--- src/rtl/vram_arbiter.sv ---
// vram_arbiter: shares one single-port video SRAM between the scanout fetcher and a host port.
// Display has priority. The host gets idle slots plus one forced slot after DISP_BURST
// back-to-back display grants, unless the display reports urgency. The memory port is
// registered, and a read tag follows each access down to the returned SRAM data.
module vram_arbiter #(
  parameter int AW         = 15,
  parameter int DW         = 16,
  parameter int MEM_LAT    = 1,
  parameter int DISP_BURST = 8
) (
  input  logic          clk,
  input  logic          rst_n,
  input  logic          disp_req,
  input  logic          disp_urgent,
  input  logic [AW-1:0] disp_addr,
  output logic          disp_gnt,
  output logic          disp_rvalid,
  output logic [DW-1:0] disp_rdata,
  input  logic          host_req,
  input  logic          host_we,
  input  logic [AW-1:0] host_addr,
  input  logic [DW-1:0] host_wdata,
  output logic          host_gnt,
  output logic          host_rvalid,
  output logic [DW-1:0] host_rdata,
  output logic          mem_en,
  output logic          mem_we,
  output logic [AW-1:0] mem_addr,
  output logic [DW-1:0] mem_wdata,
  input  logic [DW-1:0] mem_rdata
);

  typedef enum logic {
    OWN_DISP = 1'b0,
    OWN_HOST = 1'b1
  } owner_e;

  typedef struct packed {
    logic   vld;
    owner_e owner;
  } tag_t;

  localparam logic [7:0] RUN_LIMIT = 8'(DISP_BURST);

  logic [7:0]         run_q, run_d;
  logic               mem_en_q, mem_en_d;
  logic               mem_we_q, mem_we_d;
  logic [AW-1:0]      mem_addr_q, mem_addr_d;
  logic [DW-1:0]      mem_wdata_q, mem_wdata_d;
  tag_t [MEM_LAT:0]   tag_q, tag_d;
  logic               disp_rvalid_q, disp_rvalid_d;
  logic               host_rvalid_q, host_rvalid_d;
  logic [DW-1:0]      disp_rdata_q, disp_rdata_d;
  logic [DW-1:0]      host_rdata_q, host_rdata_d;
  tag_t               tag_out;

  // Grant selection: display first unless the host has waited out a full burst.
  always_comb begin
    // NOTE: every always_comb output gets a default first, so no path can infer a latch.
    disp_gnt = 1'b0;
    host_gnt = 1'b0;
    if (disp_req && (disp_urgent || !host_req || (run_q < RUN_LIMIT))) begin
      disp_gnt = 1'b1;
    end else if (host_req) begin
      host_gnt = 1'b1;
    end
  end

  // Run counter: consecutive display grants while the host is waiting, saturating.
  always_comb begin
    run_d = 8'd0;
    if (disp_gnt && host_req) begin
      run_d = (run_q == 8'hFF) ? run_q : run_q + 8'd1;
    end
  end

  // Memory port request for next cycle; address and write data hold when idle.
  always_comb begin
    mem_en_d    = disp_gnt | host_gnt;
    mem_we_d    = host_gnt & host_we;
    mem_addr_d  = mem_addr_q;
    mem_wdata_d = mem_wdata_q;
    if (disp_gnt) begin
      mem_addr_d = disp_addr;
    end else if (host_gnt) begin
      mem_addr_d = host_addr;
      if (host_we) begin
        mem_wdata_d = host_wdata;
      end
    end
  end

  // Read tag pipeline: stage 0 rides with mem_en, stage MEM_LAT lines up with mem_rdata.
  always_comb begin
    tag_d = tag_q;
    for (int i = MEM_LAT; i > 0; i--) begin
      tag_d[i] = tag_q[i-1];
    end
    tag_d[0].vld   = disp_gnt | (host_gnt & ~host_we);
    tag_d[0].owner = host_gnt ? OWN_HOST : OWN_DISP;
  end

  // Read return: steer SRAM data to the tagged owner; the other rdata holds.
  always_comb begin
    tag_out       = tag_q[MEM_LAT];
    disp_rvalid_d = tag_out.vld && (tag_out.owner == OWN_DISP);
    host_rvalid_d = tag_out.vld && (tag_out.owner == OWN_HOST);
    disp_rdata_d  = disp_rvalid_d ? mem_rdata : disp_rdata_q;
    host_rdata_d  = host_rvalid_d ? mem_rdata : host_rdata_q;
  end

  // State registers.
  always_ff @(posedge clk or negedge rst_n) begin
    if (!rst_n) begin
      // NOTE: the tag pipeline is reset, not just the data path: a stale valid bit would fire
      // an rvalid after reset for a request that no longer exists.
      run_q         <= 8'd0;
      mem_en_q      <= 1'b0;
      mem_we_q      <= 1'b0;
      mem_addr_q    <= '0;
      mem_wdata_q   <= '0;
      tag_q         <= '0;
      disp_rvalid_q <= 1'b0;
      host_rvalid_q <= 1'b0;
      disp_rdata_q  <= '0;
      host_rdata_q  <= '0;
    end else begin
      // NOTE: non-blocking assignments so every flop samples pre-edge values, independent of order.
      run_q         <= run_d;
      mem_en_q      <= mem_en_d;
      mem_we_q      <= mem_we_d;
      mem_addr_q    <= mem_addr_d;
      mem_wdata_q   <= mem_wdata_d;
      tag_q         <= tag_d;
      disp_rvalid_q <= disp_rvalid_d;
      host_rvalid_q <= host_rvalid_d;
      disp_rdata_q  <= disp_rdata_d;
      host_rdata_q  <= host_rdata_d;
    end
  end

  assign mem_en      = mem_en_q;
  assign mem_we      = mem_we_q;
  assign mem_addr    = mem_addr_q;
  assign mem_wdata   = mem_wdata_q;
  assign disp_rvalid = disp_rvalid_q;
  assign host_rvalid = host_rvalid_q;
  assign disp_rdata  = disp_rdata_q;
  assign host_rdata  = host_rdata_q;

endmodule
--- config.mk ---
export PLATFORM = sky130hd
export DESIGN_NAME = vram_arbiter
export DESIGN_NICKNAME = d
export VERILOG_FILES = /design/src/rtl/vram_arbiter.sv
export SDC_FILE = /design/constraint.sdc
export NUM_CORES = 1
export LEC_CHECK = 0
export CAP_MARGIN = 20
export CORE_MARGIN = 10
export CORE_UTILIZATION = 48
export CTS_BUF_LIST = sky130_fd_sc_hd__clkbuf_4
export DETAILED_ROUTE_END_ITERATION = 10
export PLACE_DENSITY = 0.95
export SETUP_SLACK_MARGIN = 0.2
export SYNTH_ARGS = -nofsm -noshare
export SYNTH_HDL_FRONTEND = slang
export SYNTH_SLANG_ARGS = --single-unit
--- constraint.sdc ---
create_clock -name clk -period 5.03 [get_ports clk]
set_clock_uncertainty 0.15 [all_clocks]
set_input_delay 0.7545 -clock clk [delete_from_list [all_inputs] [get_ports clk]]
set_output_delay 0.7545 -clock clk [all_outputs]
set_load 0.03 [all_outputs]
---- Word-level counts from Yosys, hierarchy flattened ----
Index checks and enable logic that the tools add are counted.
word-level totals
  output and inout bits ................... 69
  word-level logic and storage cells ...... 41
  bits in registers ....................... 79
operators by class
  bitwise operators ....................... 7
  reduce and logical (&&, ||, !) cells .... 9
  mux-type cells .......................... 8
  equal/unequal tests ..................... 2
  $lt $le $gt $ge ......................... 1
  $add $sub $neg .......................... 1
operator list
  operator                                                                      number
  15-bit two-way mux                                                            2
  8-bit two-way mux                                                             2
  8-bit by 1-bit adder with 8-bit output, second input constant                 1
  8-bit == test, second input constant                                          1
  8-bit by 4-bit less-than comparator with 1-bit output, second input constant  1
  1-bit logical AND                                                             4
  1-bit two-way mux                                                             4
  1-bit NOT                                                                     3
  3-bit AND reduction                                                           1
  1-bit bitwise AND                                                             2
  1-bit logical OR                                                              2
  2-bit inequality test, second input constant                                  1
  1-bit OR                                                                      2
  2-bit nonzero test                                                            1
  1-bit logical NOT                                                             1

---- Logic depth before layout (Yosys ltp) ----
Gate-level depths: netlist of run 1.
  word-level depth ........................ 7
  gate-level depth with buffers ........... 5
  mapped depth without buffers ............ 4

---- Worst setup path after synthesis of run 1 ----
OpenSTA, ideal clock, no wires.
  path kind ............................... input to output
  start point ............................. in disp_req
  end point ............................... out host_gnt
  required time ........................... 4.126 ns
  cell stages on the path ................. 4
  slack ................................... 2.323 ns
  data arrival time ....................... 1.803 ns
  path through ............................ nor3b_4 -> a221oi_4 -> buf_8 -> and2_2
on the way
  word-level cells in the longest chain between the ends .. 2
ends and longest elaborated chain
  what                RTL line  RTL
  start: declaration  13        input logic disp_req,
  1-bit logical AND   62        if (disp_req && (disp_urgent || !host_req || (run_q < RUN_LIMIT))) begin
  1-bit two-way mux   62
  end: declaration    23        output logic host_gnt,
No other way between the ends.

---- Worst setup path in the final report of run 1 ----
  start point ............................. in host_req
  end point ............................... out disp_gnt
on the way
  word-level cells in the longest chain between the ends .. 5
ends and longest elaborated chain
  what                            RTL line  RTL
  start: declaration              19        input logic host_req,
  1-bit logical NOT               62
  1-bit logical OR (2 in series)  62
  1-bit logical AND               62
  1-bit two-way mux               62
  end: declaration                16        output logic disp_gnt,
No other way between the ends.

==> flow_summary.json, run 1 <==
{
  "drt-met1-wl_um": 3028,
  "syn_avg_cell_area_um2": 15.37,
  "max_slew_margin_pct": 35.76,
  "die-width_um": 103.0,
  "synth_area_leaders": "dfrtp_1 60%, mux2_2 24%, mux2_4 3.2%",
  "synthArstFlopShare_pct": 100.0,
  "layout-drive-gt1-share_pct": 29.64,
  "clk_pin_slew_ns": 0.12,
  "placed_area_mm2": 0.004720,
  "r2r-start": "run_q[3]",
  "grt_overflow_total": 0,
  "antenna_found_initial": 0,
  "dp_hpwl_um": 6470,
  "r2r_slack_ns": 2.87,
  "ys_ff_latch": 79,
  "criticalPathCategory": "in -> out",
  "power.leakage_nw": 2.012,
  "ir_worst_vdd_mv": 0.1915,
  "drt-total-wl_um": 8320,
  "fin_crit_sh_pct": 75.75,
  "postCtsSetupRepairBufs": 0,
  "rsz0062_at_grt": "no",
  "top_layer": "met4",
  "die_area_mm2": 0.01060,
  "drc": 0,
  "clock-sinks": 79,
  "finalWeightedCongestion": 0.8545,
  "powerDensity_mw_per_mm2": 365.4,
  "multiInputGateArea_mm2": 0.001250,
  "portBuffers": 136,
  "htree_levels": 3,
  "io_pins": 137,
  "ctsResizeCount": 0,
  "seqPwrFrac_pct": 43.3,
  "met3_length_um": 630,
  "netlist.area_leader.share_pct": 59.83,
  "n_antenna_cell": 0,
  "drtIter0Drc": 53,
  "crit_chain": "clkdlybuf4s50_1, buf_4, inv_1, a221oi_4, buf_4, inv_1, clkdlybuf4s50_1",
  "cts.path.max_buffers": 2,
  "nFillCells": 465,
  "final_common_cell": "clkdlybuf4s50_1",
  "ys_seq_area_share_pct": 59.83,
  "grt_pass1_vias": 2488,
  "rows": 30,
  "p_switching_mw": 0.5705,
  "synth_fp_nets": 284,
  "report.final.slew_viol_count": 0,
  "cp.required_ns": 4.13,
  "start_util_pct": 48.91,
  "setup_violations": 0,
  "hold_end": "tag_out[0]",
  "cp.arrival_ns": 2.91,
  "cpMaxStageDelayCell": "clkdlybuf4s50_1",
  "yosysWarnings": 0,
  "syn-instance-count": 215,
  "min_period_ns": 3.810,
  "route.met2.wl_um": 4503,
  "cap_violations": 0,
  "cts_tree": "built",
  "fp.dieH_um": 103.0,
  "ys_types": 35,
  "start_kind": "input pin",
  "grt_max_degree": 80,
  "layout_common_cells": "135 x clkdlybuf4s50_1, 79 x dfrtp_1, 71 x mux2_2",
  "tightest_slew_ns": 0.9636,
  "critical_path_depth": 7,
  "clk_latency_ns": 0.41,
  "synth_top_cell_by_area": "dfrtp_1",
  "synth_flop_cell": "dfrtp_1",
  "detail_route.wl_per_cell_um": 18.87,
  "crit_family": "buffers and inverters",
  "min_path_cells": 0,
  "cts_hold_buf": 0,
  "syn-cell-area_mm2": 0.003304,
  "finalSetupTns_ns": 0,
  "worstHoldStart": "tag_d[2]",
  "regArea_mm2": 0.001977,
  "postLayoutCellArea_mm2": 0.004883,
  "root_buffer": "clkbuf_4",
  "cp-startpoint": "host_req",
  "max_stage_delay_ns": 0.63,
  "grt_pass1_wl_um": 12990,
  "status": "completed",
  "cp_num_buf_inv": 6,
  "pwr-share-clk_pct": 23.9,
  "pwr-share-comb_pct": 32.8,
  "max_freq_mhz": 262.4,
  "cts_buffers": 9,
  "viasPerCell": 5.200,
  "gr-usage-all-layers_pct": 15.88,
  "first_pass_iters": 4,
  "worstHoldPathType": "reg -> reg",
  "switching_share_pct": 31.97,
  "synth_edf_count": 0,
  "finalNetCount": 425,
  "hold_violations": 0,
  "cp-end-kind": "output port",
  "vias": 2293,
  "ff2ff_path_depth": 3,
  "cp_max_fo": 21,
  "core_mm2": 0.006756,
  "drtAntennaViolNets": 0,
  "internal-power_mw": 1.214,
  "areaGrowthSynthToFinish_pct": 47.78,
  "timing.rr.end": "mem_wdata[1]"
}
-- worst register-to-register path, delay by kind of cell (launching register included) --
| family | cells | cell delay [ns] |
|---|---|---|
| flip-flops | 1 | 0.55 |
| AO/OA/AOI/OAI | 1 | 0.78 |
| AND/OR/NAND/NOR | 1 | 0.15 |
| multiplexers | 1 | 0.43 |
-- cells in the mapped netlist (3+ instances only) --
| master | n |
|---|---|
| a211oi_1 | 4 |
| a21oi_1 | 3 |
| and3_1 | 3 |
| clkbuf_1 | 3 |
| dfrtp_1 | 79 |
| inv_1 | 3 |
| mux2_2 | 71 |
| mux2_4 | 7 |
| nand2_1 | 4 |
| nand3_1 | 3 |
| nor3_1 | 4 |
-- how the worst max path moves through the flow --
stage	slack [ns]	endpoint
6_report	1.22	disp_gnt
5_1_grt	1.13	disp_gnt
4_1_cts	1.20	disp_gnt
3_5_place_dp	1.22	disp_gnt
3_3_place_gp	1.29	disp_gnt
2_1_floorplan	2.32	host_gnt
-- per-stage QoR --
step           hold WS [ns]  total power, mW  setup slack, ns  utilization [%]  cells
6_report             0.2104            1.784            1.220            72.28    441
5_1_grt              0.2221            1.860            1.125            72.28    441
4_1_cts              0.2124            1.805            1.200            72.28    441
3_5_place_dp         0.1847            1.381            1.224            69.85    425
3_3_place_gp         0.1866            1.361            1.287            69.85    425
2_1_floorplan        0.1812            1.089            2.323                -    215
-- power groups by stage --
stage | Clock [mW] | Sequential [mW] | Combinational, mW
2_1_floorplan | 0 | 0.962 | 0.127
3_3_place_gp | 0 | 0.780 | 0.581
3_5_place_dp | 0 | 0.788 | 0.593
4_1_cts | 0.436 | 0.775 | 0.595
5_1_grt | 0.461 | 0.785 | 0.614
6_report | 0.426 | 0.773 | 0.585
-- cell type report --
| type | count | area share, % |
|---|---|---|
| flip-flops and latches | 79 | 40.48 |
| repair buffers | 139 | 28.29 |
| multi-input cells | 124 | 25.60 |
| well taps | 80 | 2.050 |
| clock inverters | 7 | 1.973 |
| clock buffers | 9 | 1.384 |
| inverters | 3 | 0.2306 |
-- kinds of logic (layout without fill, tap and decap cells) --
| family | after synthesis | in the layout | synth area share (%) |
|---|---|---|---|
| buffers and inverters | 12 | 158 | 2.347 |
| muxes | 78 | 78 | 27.38 |
| DFF | 79 | 79 | 59.83 |
| AOI/OAI and AO/OA | 16 | 16 | 4.203 |
| adders and majority gates | 1 | 1 | 0.3786 |
| and+or+nand+nor | 29 | 29 | 5.869 |
-- routing by layer --
layer | up-vias | GRT usage, %
met5 | - | 0
li1 | 1067 | -
met4 | 0 | 6.952
met2 | 79 | 28.52
met1 | 1132 | 16.72
met3 | 15 | 4.826
-- registers in the layout, summed over array words and instances, names as in the netlist --
| name | cells |
|---|---|
| tag_d | 2 |
| disp_rvalid | 1 |
| host_rdata | 16 |
| mem_wdata | 16 |
| tag_out | 2 |
| mem_en | 1 |
| host_rvalid | 1 |
| mem_addr | 15 |
| disp_rdata | 16 |
| run_q | 8 |
| mem_we | 1 |
(Power assumes the default switching activity.)
==> run 2: changes to the inputs <==
- CORE_UTILIZATION: 48 -> 44
- PLACE_DENSITY: 0.95 -> 0.93
- clock period: 5.03 -> 3.78 ns (I/O delays scaled with it)
==> flow_summary.json, run 2 (synthesis results as in run 1) <==
{
  "final_common_cell": "clkdlybuf4s50_1",
  "portBuffers": 136,
  "gr-usage-all-layers_pct": 14.89,
  "drt-total-wl_um": 8489,
  "grt_pass1_vias": 2532,
  "pwr-share-comb_pct": 33.1,
  "die_area_mm2": 0.01138,
  "clk_latency_ns": 0.39,
  "cp-end-kind": "output port",
  "max_stage_delay_ns": 0.68,
  "status": "completed",
  "drtIter0Drc": 40,
  "crit_chain": "clkdlybuf4s50_1, nor3b_4, a221oi_4, inv_1, clkdlybuf4s50_1",
  "ctsResizeCount": 0,
  "grt_pass1_wl_um": 13670,
  "drc": 0,
  "postCtsSetupRepairBufs": 0,
  "first_pass_iters": 4,
  "power_mw": 2.350,
  "finalWeightedCongestion": 0.7948,
  "criticalPathCategory": "in -> out",
  "drtAntennaViolNets": 0,
  "r2r_slack_ns": 1.62,
  "fin_crit_sh_pct": 82.52,
  "postLayoutCellArea_mm2": 0.004908,
  "finalNetCount": 425,
  "start_util_pct": 45.32,
  "min_period_ns": 3.119,
  "r2r-start": "run_q[4]",
  "root_buffer": "clkbuf_4",
  "timing.final.ws_setup_ns": 0.6608,
  "place_ws_ns": 0.6699,
  "detail_route.wl_per_cell_um": 18.45,
  "cts_tree": "built",
  "dp_hpwl_um": 6671,
  "clk_pin_slew_ns": 0.12,
  "die-width_um": 106.7,
  "tightest_slew_ns": 0.9631,
  "cp-startpoint": "disp_req",
  "cpMaxStageDelayCell": "clkdlybuf4s50_1",
  "worstHoldPathType": "in -> async",
  "finalSetupTns_ns": 0,
  "final_core_util_pct": 67.31,
  "max_freq_mhz": 320.6,
  "setup_violations": 0,
  "cp_max_fo": 6,
  "placed_area_mm2": 0.004753,
  "core_mm2": 0.007292,
  "layout_common_cells": "134 x clkdlybuf4s50_1, 79 x dfrtp_1, 71 x mux2_2",
  "hold_violations": 0,
  "cts_buffers": 9,
  "crit_top_cell": "clkdlybuf4s50_1",
  "power.leakage_nw": 2.017,
  "p_switching_mw": 0.7398,
  "worstSetupEndpoint": "disp_gnt",
  "grt_overflow_total": 0,
  "clock-sinks": 79,
  "antenna_found_initial": 0,
  "start_kind": "input pin",
  "rows": 31,
  "ff2ff_path_depth": 3,
  "pwr-share-clk_pct": 23.2,
  "timing.rr.end": "mem_wdata[1]",
  "powerDensity_mw_per_mm2": 478.8,
  "n_antenna_cell": 0,
  "viasPerCell": 4.980,
  "vias": 2291,
  "layout-drive-gt1-share_pct": 29.09,
  "io_pins": 137,
  "areaGrowthSynthToFinish_pct": 48.54,
  "rsz0062_at_grt": "no",
  "cap_violations": 0,
  "cp.required_ns": 3.06,
  "fp.dieH_um": 106.7,
  "htree_levels": 3,
  "switching_share_pct": 31.47,
  "grt_max_degree": 80,
  "cp.arrival_ns": 2.40,
  "internal-power_mw": 1.611,
  "ir_worst_vdd_mv": 0.1989,
  "cts_hold_buf": 0,
  "max_slew_margin_pct": 35.79,
  "report.final.slew_viol_count": 0,
  "cts.path.max_buffers": 2,
  "seqPwrFrac_pct": 43.7
}
run 2: power groups by stage:
stage | Clock, mW | Sequential [mW] | Combinational, mW
final | 0.544 | 1.03 | 0.779
after global routing | 0.607 | 1.04 | 0.819
after CTS | 0.562 | 1.03 | 0.792
after detailed placement | 0 | 1.05 | 0.791
after global placement | 0 | 1.04 | 0.774
after floorplan | 0 | 1.28 | 0.169
run 2: per-layer routing:
metal	vias up	wire length (µm)	global-route usage [%]
li1	1063	-	-
met1	1133	3124	15.59
met2	87	4613	27.04
met3	8	699	6.347
met4	0	51	3.288
met5	-	0	0
run 2: area by class of cell:
type,instances,area (µm²)
fillers,541,2384
flip-flops and latches,79,1977
repair buffers,139,1391
multi-input cells,124,1250
well taps,99,123.9
clock inverters,7,87.58
clock buffers,9,67.56
inverters,3,11.26
run 2: worst min-delay path by stage:
| stage | slack [ns] | end | cells after the start |
|---|---|---|---|
| 2_1_floorplan | 0.12 | disp_rdata[0] | 0 |
| 5_1_grt | 0.20 | mem_we | 1 |
| 3_5_place_dp | 0.18 | tag_out[1] | 0 |
| 4_1_cts | 0.19 | run_q[5] | 1 |
| 3_3_place_gp | 0.18 | tag_out[1] | 0 |
| 6_report | 0.15 | mem_we | 1 |
run 2: stage by stage:
| step | instances | hold WS (ns) |
|---|---|---|
| final | 460 | 0.1529 |
| after global routing | 460 | 0.2032 |
| after CTS | 460 | 0.1858 |
| after detailed placement | 444 | 0.1847 |
| after global placement | 444 | 0.1845 |
| after floorplan | 215 | 0.1214 |
run 2: critical path, delay by kind of cell:
family	cells	cell delay [ns]
compound gates	1	0.11
buf+inv	3	1.37
simple gates	1	0.35
==> variant 1: new RTL, flow settings as in run 2 <==
Take the reset off `host_rdata_q` and load it in a clocked block of its own.
--- a/src/rtl/vram_arbiter.sv
+++ b/src/rtl/vram_arbiter.sv
@@ -123,7 +123,6 @@
       disp_rvalid_q <= 1'b0;
       host_rvalid_q <= 1'b0;
       disp_rdata_q  <= '0;
-      host_rdata_q  <= '0;
     end else begin
       // NOTE: non-blocking assignments so every flop samples pre-edge values, independent of order.
       run_q         <= run_d;
@@ -135,8 +134,11 @@
       disp_rvalid_q <= disp_rvalid_d;
       host_rvalid_q <= host_rvalid_d;
       disp_rdata_q  <= disp_rdata_d;
-      host_rdata_q  <= host_rdata_d;
     end
+  end
+
+  always_ff @(posedge clk) begin
+    host_rdata_q <= host_rdata_d;
   end
 
   assign mem_en      = mem_en_q;
Check against the original RTL: differs if rst_n is asserted again (counterexample within 4 cycles, from zero or initial values and one cycle with rst_n low); with rst_n held inactive, the same outputs for 10 cycles.
==> variant 1 against run 2 <==
Synthesized area decreased by 2.1%. Total power decreased by 10%. Setup slack improved by 0.0064 ns. Final area decreased by 1.4%. Routed wire length increased by 5.3%. Via count decreased by 1.2%. Sequential cell count unchanged. Worst hold slack got worse by 0.12 ns. Critical path type unchanged. Highest routed layer unchanged.
==> variant 1: results (changes against run 2) <==
Run status
  • Outcome: finished clean

Critical path
  • Reg2reg end: mem_addr[3]
  • Reg2Reg Depth: 4 (+1)
  • Worst reg2reg setup slack: 1.83 ns (+0.21 ns)
  • Worst r2r src: run_q[3]

Final layout
  • Final Non-Filler Cells: 448 (-2.6%)
  • Final core utilization: 67.1% (-0.23 points)
  • Filler cell count: 539 (-0.37%)
  • Fraction of final layout cells sized beyond drive strength 1: 27.2% (-1.9 points)
  • Post-layout net count: 413 (-2.8%)

Detailed routing
  • Met3 wire len: 818 um (+17%)
  • Initial DRC count: 114 (+190%)
  • WL met2: 4400 um (-4.6%)
  • Final WL: 8940 um (+5.3%)

Pwr
  • Final Power: 0.00211 W (-10%)
  • Flop pwr share: 47.5% (+3.8 points)
  • Maximum vdd ir drop: 198 uV (-0.44%)
  • P_comb: 0.000600 W (-23%)
  • Leakage power: 1.95 nW (-3.4%)

Timing
  • Final Hold Slack: 0.0304 ns (-0.123 ns)
  • Actual slew at the worst max-slew pin: 0.765 ns (-0.198 ns)
  • Final Hold Vio Count: 0 (unchanged)
  • Fin crit share: 82.4% (-0.17 points)

Global route
  • Antenna violations before repair: 0 (unchanged)
  • GR Util met1: 18.8% (+3.2 points)
  • GR Util All Layers: 16.1% (+1.2 points)
  • M2 GR Usage: 26.2% (-0.85 points)
  • M3 GR Usage: 6.76% (+0.41 points)
  • Vias in the first global route: 2425 (-4.2%)
  • First-pass GRT wire length: 13900 um (+2.0%)
  • Largest net degree at the start of global routing: 34 (-57%)

Clock tree
  • Clk slew on worst S/H paths: 0.14 ns (+0.02 ns)
  • Clk_lat worst skew: 0.43 ns (+0.04 ns)

Yosys
  • Top cells by area, synth: dfrtp_1 (49%), mux2_2 (16%), edfxtp_1 (15%)
  • Seq/Total Area, Yosys: 63.6% (+3.7 points)
  • Count of distinct cell types in the synthesized netlist: 38 (+8.6%)
  • Syn nets: 269 (-5.3%)

Place
  • Routability cong.: 0.806 (+1.4%)
  • Inst Count DP: 432 (-2.7%)
  • Area after DPL: 0.00469 mm^2 (-1.2%)
## variant 1: cell count changes in the layout (fill, tap and decap cells not counted), sizes merged, moves of 3 or more
cell / before / now
nor3: 5 / 8
buf: 5 / 8
a211oi: 5 / 2
dfrtp: 79 / 63
edfxtp: 0 / 16
clkinv: 4 / 0
mux2: 78 / 62
## variant 1: kinds of logic (layout without fill, tap and decap cells)
| logic type | after synthesis | in the layout | synth area share (%) |
|---|---|---|---|
| buf+inv | 12 | 161 | 2.32 |
| flops | 79 | 79 | 63.6 |
| compound gates | 14 | 14 | 3.79 |
| mux | 62 | 62 | 23.4 |
| simple gates | 32 | 32 | 6.50 |
| fa+ha+maj | 1 | 1 | 0.387 |
## variant 1: area by class of cell
cell class / count / share of cell area, %
Clock buffer: 10 / 1.55
Clock inverter: 6 / 1.45
Inverter: 3 / 0.233
Multi-Input combinational cell: 109 / 22.8
Sequential cell: 79 / 42.5
Tap cell: 99 / 2.56
Timing Repair Buffer: 142 / 28.9
==> variant 2: new RTL, settings of run 2 <==
Without the edit above. `AW`: 15 -> 16.
--- a/src/rtl/vram_arbiter.sv
+++ b/src/rtl/vram_arbiter.sv
@@ -3,7 +3,7 @@
 // back-to-back display grants, unless the display reports urgency. The memory port is
 // registered, and a read tag follows each access down to the returned SRAM data.
 module vram_arbiter #(
-  parameter int AW         = 15,
+  parameter int AW         = 16,
   parameter int DW         = 16,
   parameter int MEM_LAT    = 1,
   parameter int DISP_BURST = 8
Ports: changed (resized disp_addr, host_addr and mem_addr); port bits go from 137 to 140. No check against the original RTL was run, so the function may have changed too.
==> variant 2 against run 2 <==
Synthesized area grew 2.7%. Largest cell class unchanged. Final area grew 2.0%. Total power decreased by 0.81%. Routed wire length is 1.8% higher. Sequential share of layout area decreased by 0.28 points. Synthesized cell count grew 3.3%. Setup slack improved by 0.016 ns. Cell count increased by 1.3%. Fmax is 0.52% higher. Sequential cell count up 1. Critical path type unchanged.
==> variant 2: results (changes against run 2) <==
Yosys
  • Seq/Total Area, Yosys: 59.0% (-0.81 points)
  • Syn nets: 293 (+3.2%)
  • Commonest cells post-synth: dfrtp_1 (80), mux2_2 (64), mux2_4 (16)
  • Top cells by area, synth: dfrtp_1 (59%), mux2_2 (21%), mux2_4 (7.1%)

Timing
  • Actual slew at the worst max-slew pin: 0.969 ns (+0.00609 ns)

Place
  • Count of input and output buffers: 139 (+2.2%)
  • Routability cong.: 0.865 (+8.8%)
  • Dpl ws: 0.667 ns (-0.00292 ns)
  • Post-DP HPWL: 6700 um (+0.39%)
  • Area after DPL: 0.00487 mm^2 (+2.4%)

Critical path
  • Reg2Reg Depth: 4 (+1)

Run status
  • Outcome: finished clean

Global route
  • First-pass GRT wire length: 13300 um (-2.6%)
  • GR Util All Layers: 14.7% (-0.19 points)

Detailed routing
  • Met3 wire len: 786 um (+12%)
  • Via count: 2360 (+3.0%)
  • Final WL: 8640 um (+1.8%)
  • Initial DRC count: 69 (+73%)
  • M1 WL: 3170 um (+1.5%)

Clock tree
  • Clk slew on worst S/H paths: 0.14 ns (+0.02 ns)
  • Clk_lat worst skew: 0.41 ns (+0.02 ns)

Pwr
  • Maximum vdd ir drop: 208 uV (+4.7%)
  • Leakage power: 2.09 nW (+3.6%)

Final layout
  • Post-layout net count: 434 (+2.1%)
  • Filler cell count: 534 (-1.3%)
## variant 2: cell types whose count changed in the layout (fill, tap and decap cells not counted), sizes merged, moves of 2 or more
cell / delta
clkdlybuf4s50: +3
mux2: +2
and2: -2
nor3: +2
a31oi: +3
clkinvlp: +2
clkinv: -3
a211oi: -5
## variant 2: report_power, final
group / internal, W / switching (W) / leakage, nW / total, W
registers: 0.000976 / 0.0000658 / 0.955 / 0.00104
clock network: 0.000201 / 0.000299 / 0.0646 / 0.000500
logic: 0.000393 / 0.000396 / 1.07 / 0.000789
total: 0.00157 / 0.000761 / 2.09 / 0.00233
## variant 2: path summary, 6_finish.rpt
check | from | to | slack [ns]
max in group asynchronous | rst_n | mem_wdata[3] | 2.71
worst min-delay path | rst_n | mem_wdata[9] | 0.15
worst min register to register | tag_d[3] | tag_out[1] | 0.21
worst max-delay path | disp_req | disp_gnt | 0.68
worst max register to register | run_q[3] | mem_wdata[11] | 1.85
min in group clk | tag_d[3] | tag_out[1] | 0.21
## variant 2: logic make-up after synthesis
kind of cell             share of synthesized area, %
flip-flops                                       59.0
adder cells (fa/ha/maj)                         0.369
multiplexers                                     28.3
AND/OR/NAND/NOR                                  5.72
buffers and inverters                            2.62
AO/OA/AOI/OAI                                    3.95
## variant 2: metrics by stage
step                std cells  utilization (%)  total power, W  hold WS [ns]
finish                    466             67.9         0.00233         0.150
detailed placement        451             66.0         0.00186         0.185
CTS                       466             67.9         0.00236         0.160
global placement          451             66.0         0.00184         0.185
floorplan                 222                -         0.00147         0.121
global route              466             67.9         0.00244         0.188
## variant 2: routing by layer
layer	global-route usage [%]	vias to the layer above
li1	-	1089
met1	15.4	1167
met2	25.9	95
met3	6.29	9
met4	4.87	0
met5	0	-
## variant 2: area by class of cell
class / instances / share of cell area, %
sequential: 80 / 40.0
timing repair buffer: 143 / 28.5
tap: 99 / 2.48
clock inverter: 6 / 1.40
multi-input combinational: 126 / 26.0
clock buffer: 9 / 1.35
inverter: 3 / 0.225
